===== src/rtl/uart_rx_oversampled.sv =====
// uart_rx_oversampled
//   Oversampling 8N1 UART receiver with a one-deep valid/ready output holding
//   register.
//
//   The serial line is synchronised with two flops. A free-running divider
//   produces one sample tick every DIV clocks. Each bit spans OVERSAMPLE ticks,
//   and the bit value is the majority of three samples taken around the
//   middle of the bit.
//
//   Ports
//     clk        sole clock, rising edge
//     reset      synchronous, active-high
//     enable     receive enable; low forces the receiver back to idle
//     in         asynchronous serial RX line, idle high
//     ready      consumer accepts out this cycle
//     out[7:0]   received byte
//     valid      out holds an unconsumed byte
//     error      held byte had a bad (low) stop bit
//     overrun    one or more frames were dropped while valid was high
//     dbg_state  current receiver FSM state, for observation only
//
//   Handshake: a byte is transferred on every rising clk edge where valid and
//   ready are both high. valid stays high and out/error stay stable until that
//   transfer. ready is ignored while valid is low. After a transfer, out keeps
//   its last value.
module uart_rx_oversampled #(
  parameter int CLOCK_RATE = 24000000,
  parameter int BAUD_RATE  = 115200,
  parameter int OVERSAMPLE = 16
) (
  input  logic       clk,
  input  logic       reset,
  input  logic       enable,
  input  logic       in,
  input  logic       ready,
  output logic [7:0] out,
  output logic       valid,
  output logic       error,
  output logic       overrun,
  output logic [2:0] dbg_state
);

  localparam int DIV_RAW = CLOCK_RATE / (BAUD_RATE * OVERSAMPLE);
  localparam int DIV     = (DIV_RAW < 1) ? 1 : DIV_RAW;
  localparam int DIV_W   = (DIV > 1) ? $clog2(DIV) : 1;
  localparam int M       = OVERSAMPLE / 2;

  localparam logic [DIV_W-1:0] DIV_LAST = DIV_W'(DIV - 1);
  localparam logic [3:0]       CNT_LAST = 4'(OVERSAMPLE - 1);
  localparam logic [3:0]       SMP_A    = 4'(M - 1);
  localparam logic [3:0]       SMP_B    = 4'(M);
  localparam logic [3:0]       SMP_C    = 4'(M + 1);

  typedef enum logic [2:0] {
    S_IDLE  = 3'd0,
    S_START = 3'd1,
    S_DATA  = 3'd2,
    S_STOP  = 3'd3,
    S_BREAK = 3'd4
  } state_t;

  state_t           state_q, state_d;
  logic [1:0]       sync_q, sync_d;
  logic [DIV_W-1:0] div_q, div_d;
  logic [3:0]       cnt_q, cnt_d;
  logic [2:0]       idx_q, idx_d;
  logic [7:0]       shift_q, shift_d;
  logic [1:0]       smp_q, smp_d;
  logic [7:0]       out_q, out_d;
  logic             valid_q, valid_d;
  logic             error_q, error_d;
  logic             overrun_q, overrun_d;

  logic rx_s;
  logic tick;
  logic maj;
  logic frame_done;
  logic stop_good;
  logic handshake;

  assign rx_s = sync_q[1];
  assign tick = (div_q == DIV_LAST);
  // The first two samples of a bit are stored; the third is the live value.
  assign maj  = (smp_q[0] & smp_q[1]) | (smp_q[0] & rx_s) | (smp_q[1] & rx_s);
  assign handshake = valid_q & ready;

  // Synchroniser and sample-tick divider.
  always_comb begin
    sync_d = {sync_q[0], in};
    div_d  = tick ? '0 : div_q + 1'b1;
  end

  // Receiver FSM: next state, bit counter, bit index, samples, shift register.
  always_comb begin
    state_d    = state_q;
    cnt_d      = cnt_q;
    idx_d      = idx_q;
    shift_d    = shift_q;
    smp_d      = smp_q;
    frame_done = 1'b0;
    stop_good  = 1'b1;

    if (!enable) begin
      state_d = S_IDLE;
      cnt_d   = '0;
      idx_d   = '0;
    end else if (tick) begin
      cnt_d = (cnt_q == CNT_LAST) ? 4'd0 : cnt_q + 4'd1;
      if (cnt_q == SMP_A) smp_d[0] = rx_s;
      if (cnt_q == SMP_B) smp_d[1] = rx_s;

      case (state_q)
        S_IDLE: begin
          cnt_d = '0;
          if (!rx_s) begin
            // The detecting tick is count 0 of the start bit, so the next
            // tick is count 1.
            state_d = S_START;
            cnt_d   = 4'd1;
          end
        end
        S_START: begin
          if (cnt_q == SMP_C && maj) begin
            state_d = S_IDLE;
            cnt_d   = '0;
          end else if (cnt_q == CNT_LAST) begin
            state_d = S_DATA;
            idx_d   = '0;
          end
        end
        S_DATA: begin
          if (cnt_q == SMP_C) shift_d = {maj, shift_q[7:1]};
          if (cnt_q == CNT_LAST) begin
            if (idx_q == 3'd7) state_d = S_STOP;
            else               idx_d   = idx_q + 3'd1;
          end
        end
        S_STOP: begin
          if (cnt_q == SMP_C) begin
            frame_done = 1'b1;
            stop_good  = maj;
            state_d    = maj ? S_IDLE : S_BREAK;
            cnt_d      = '0;
          end
        end
        S_BREAK: begin
          cnt_d = '0;
          if (rx_s) state_d = S_IDLE;
        end
        default: begin
          state_d = S_IDLE;
          cnt_d   = '0;
        end
      endcase
    end
  end

  // Output holding register. A frame that completes in the same cycle as a
  // transfer replaces the transferred byte instead of being counted as lost.
  always_comb begin
    out_d     = out_q;
    valid_d   = valid_q;
    error_d   = error_q;
    overrun_d = overrun_q;

    if (handshake) begin
      valid_d   = 1'b0;
      error_d   = 1'b0;
      overrun_d = 1'b0;
    end

    if (frame_done) begin
      if (!valid_q || handshake) begin
        out_d     = shift_q;
        valid_d   = 1'b1;
        error_d   = ~stop_good;
        overrun_d = 1'b0;
      end else begin
        overrun_d = 1'b1;
      end
    end
  end

  always_ff @(posedge clk) begin
    if (reset) begin
      state_q   <= S_IDLE;
      sync_q    <= 2'b11;
      div_q     <= '0;
      cnt_q     <= '0;
      idx_q     <= '0;
      shift_q   <= '0;
      smp_q     <= '0;
      out_q     <= '0;
      valid_q   <= 1'b0;
      error_q   <= 1'b0;
      overrun_q <= 1'b0;
    end else begin
      state_q   <= state_d;
      sync_q    <= sync_d;
      div_q     <= div_d;
      cnt_q     <= cnt_d;
      idx_q     <= idx_d;
      shift_q   <= shift_d;
      smp_q     <= smp_d;
      out_q     <= out_d;
      valid_q   <= valid_d;
      error_q   <= error_d;
      overrun_q <= overrun_d;
    end
  end

  assign out       = out_q;
  assign valid     = valid_q;
  assign error     = error_q;
  assign overrun   = overrun_q;
  assign dbg_state = state_q;

endmodule


===== config.mk =====
export PLATFORM = sky130hd
export DESIGN_NAME = uart_rx_oversampled
export DESIGN_NICKNAME = d
export VERILOG_FILES = /design/src/rtl/uart_rx_oversampled.sv
export SDC_FILE = /design/constraint.sdc
export NUM_CORES = 1
export LEC_CHECK = 0
export BUFFER_PORTS_ARGS = -buffer_cell sky130_fd_sc_hd__buf_2
export CAP_MARGIN = 30
export CORE_ASPECT_RATIO = 0.75
export CORE_MARGIN = 1
export CORE_UTILIZATION = 25
export CTS_CLUSTER_SIZE = 40
export DETAILED_ROUTE_END_ITERATION = 12
export HOLD_SLACK_MARGIN = 0.02
export PLACE_DENSITY = 0.48
export SYNTH_ARGS = -nofsm -noshare
export SYNTH_HDL_FRONTEND = slang
export SYNTH_SLANG_ARGS = --single-unit

===== constraint.sdc =====
create_clock -name clk -period 3.36 [get_ports clk]
set_input_delay 0.504 -clock clk [delete_from_list [all_inputs] [get_ports clk]]
set_output_delay 0.504 -clock clk [all_outputs]
set_load 0.02 [all_outputs]

==> flow_metrics.env <==
export IMPL_root_buffer="clkbuf_8"
export IMPL_setup_viol=0
export IMPL_syn_nets=201
export IMPL_place_gp_congestion=0.765
export IMPL_arrival_ps=2090
export IMPL_dieArea_mm2=0.00748
export IMPL_tns_ps=0
export IMPL_synth_top_flop_cell="dfxtp_1"
export IMPL_num_antenna_cells=0
export IMPL_slew_violations=0
export IMPL_yosys_warnings=0
export IMPL_place_ws_ps=1390
export IMPL_cts_resized=0
export IMPL_synthesis_instances=189
export IMPL_grt_antenna_before_repair=0
export IMPL_startpoint_type="flip-flop"
export IMPL_min_period_ps=1920
export IMPL_ant_nets=0
export IMPL_worstSetupPathType="reg2reg"
export IMPL_drc=0
export IMPL_holdBufCountCts=0
export IMPL_cts_buffers=5
export IMPL_post_drt_wl_per_cell_um=11.8
export IMPL_cts_buffer_depth=2
export IMPL_worstHoldPathType="in2reg"
export IMPL_cp_end_kind="flip-flop"
export IMPL_required_ps=3530
export IMPL_p_leak_nw=0.773
export IMPL_dieWidth_um=99.6
export IMPL_insertion_delay_ps=290
export IMPL_core_mm2=0.00686
export IMPL_synth_edf_count=0
export IMPL_fin_crit_sh_pct=57.2
export IMPL_syn_mean_instance_area_um2=9.44
export IMPL_final_cells=304
export IMPL_max_freq_mhz=520
export IMPL_start_util_pct=26.0
export IMPL_grt_pass1_vias=1221
export IMPL_ir_worst_vdd_uv=144
export IMPL_status="complete, no violations"
export IMPL_fin_ws_ps=1440
export IMPL_vias=1316
export IMPL_drt_pre_antenna_iters=4
export IMPL_maxSlewHeadroom_pct=53.9
export IMPL_grt_total_usage_pct=10.5
export IMPL_worst_pin_slew_ps=686
export IMPL_rows=26
export IMPL_post_cts_buffers=0
export IMPL_drv_cap=0
export IMPL_power_density_mw_per_mm2=386
export IMPL_cts_tree="built"
export IMPL_post_dp_hpwl_um=2550
export IMPL_path_clk_slew_ps=80
export IMPL_ys_ff_latch=37
export IMPL_die_y_um=75.2
export IMPL_grt_max_degree=32
export IMPL_overflow=0
export IMPL_drive_gt1_share_pct=18.4
export IMPL_syn2layout_area_growth_pct=14.7
export IMPL_nNetsFinal=217
export IMPL_viasPerCell=4.33
export IMPL_wl_um=3580
export IMPL_yosys_cell_types_count=47
export IMPL_async_flop_share_pct=0
export IMPL_ioPinCount=19
export IMPL_syn_area_mm2=0.00178
export IMPL_io_buffers=18
export IMPL_htreeDepth=2
export IMPL_cts_num_sinks=37
export IMPL_finalHoldViolCount=0
export IMPL_place_inst=296
export IMPL_grt_pass1_wl_um=6040
export IMPL_ys_seq_area_share_pct=41.5
export IMPL_rsz0062_at_grt="false"
export IMPL_skew_ps=7.36
export IMPL_drtIter0Drc=55
export IMPL_crit_path_max_fanout=8
## power breakdown
| group | total [mW] | internal, mW | switching (mW) |
|---|---|---|---|
| Clock | 0.320 | 0.147 | 0.172 |
| Combinational | 0.0253 | 0.00915 | 0.0162 |
| Sequential | 0.446 | 0.442 | 0.00386 |
| Total | 0.791 | 0.599 | 0.192 |
## placed cells by master, fill, tap and decap left out, types with 2 or more instances in the layout
master	synthesis	final
o221ai_1	2	2
buf_2	4	18
mux2i_1	22	22
clkbuf_8	0	5
ha_1	7	7
nor2b_1	3	3
a2111oi_0	2	2
nand2b_1	3	3
dfxtp_1	37	37
inv_1	9	9
o211ai_1	3	3
nor3b_1	3	3
nor3_1	3	3
a21o_1	2	2
o21ai_0	4	4
a21oi_1	8	8
nand3b_1	2	2
nand2_1	9	9
or2_2	2	2
nand3_1	6	6
nor2_1	27	27
## cell families (layout without fill, tap and decap cells)
logic type,Yosys count,in the layout,share of synthesized area (%)
AOI/OAI and AO/OA,30,30,12.2
xor gates and xnor gates,2,2,0.982
adders and majority gates,8,8,5.47
buffers and inverters,19,36,4.91
DFF,37,37,41.5
muxes,22,22,12.3
and+or+nand+nor,71,71,22.6
## path summary, 6_finish.rpt
kind | from | to | slack (ps) | cells after the start
worst min register to register | sync_q[0] | sync_q[1] | 440 | 1
worst max register to register | div_q[0] | shift_q[2] | 1440 | 6
worst min-delay path | in | sync_q[0] | 390 | 2
worst max-delay path | div_q[0] | shift_q[2] | 1440 | 6
## synthesized netlist by cell type, drive strengths merged, types with 3 or more instances
library cell  number  area (um^2)
dfxtp             37          741
nor2              27          101
mux2i             22          220
inv                9         33.8
nand2              9         33.8
a21oi              8         40.0
buf                7         42.5
ha                 7         87.6
nand3              6         30.0
nand2b             4         27.5
o21ai              4         20.0
a2111oi            3         32.5
clkbuf             3         11.3
nand3b             3         35.0
nor2b              3         18.8
nor3               3         15.0
nor3b              3         22.5
o211ai             3         22.5
## stage by stage
stage | hold WS [ps] | utilization [%] | instance area [um^2] | power [mW]
6_report | 386 | 29.8 | 2050 | 0.791
5_1_grt | 369 | 29.8 | 2050 | 0.833
4_1_cts | 374 | 29.8 | 2050 | 0.810
3_5_place_dp | 415 | 28.5 | 1960 | 0.483
3_3_place_gp | 422 | 28.5 | 1960 | 0.483
2_1_floorplan | 389 | - | 1780 | 0.476
## critical path, stage by stage, from the launching register on
cell	delay, ps
dfxtp_1	340
inv_1	80
ha_1	220
nand4_2	220
nor4_4	640
mux2i_1	260
nor2_1	50
## flip-flops by register name, indices dropped and copies added (netlist names)
| name | flops |
|---|---|
| error | 1 |
| sync_q | 2 |
| idx_q | 3 |
| shift_q | 8 |
| overrun | 1 |
| div_q | 4 |
| out | 8 |
| valid | 1 |
| smp_q | 2 |
| dbg_state | 3 |
| cnt_q | 4 |
## cell type report
| type | instances | area, um^2 |
|---|---|---|
| clock buffers | 5 | 68.8 |
| clock inverters | 3 | 21.3 |
| fillers | 730 | 4820 |
| inverters | 9 | 33.8 |
| multi-input cells | 133 | 962 |
| flip-flops and latches | 37 | 741 |
| well taps | 98 | 123 |
| repair buffers | 19 | 97.6 |
## per-layer routing
layer  routed length, um  global-route usage [%]  vias to the layer above
met5                   0                       0                        -
met4                  51                    5.39                        0
met1                2020                    15.0                      588
met3                  99                    2.88                        5
met2                1400                    14.5                       20
li1                    -                       -                      703
(Power assumes the default switching activity.)
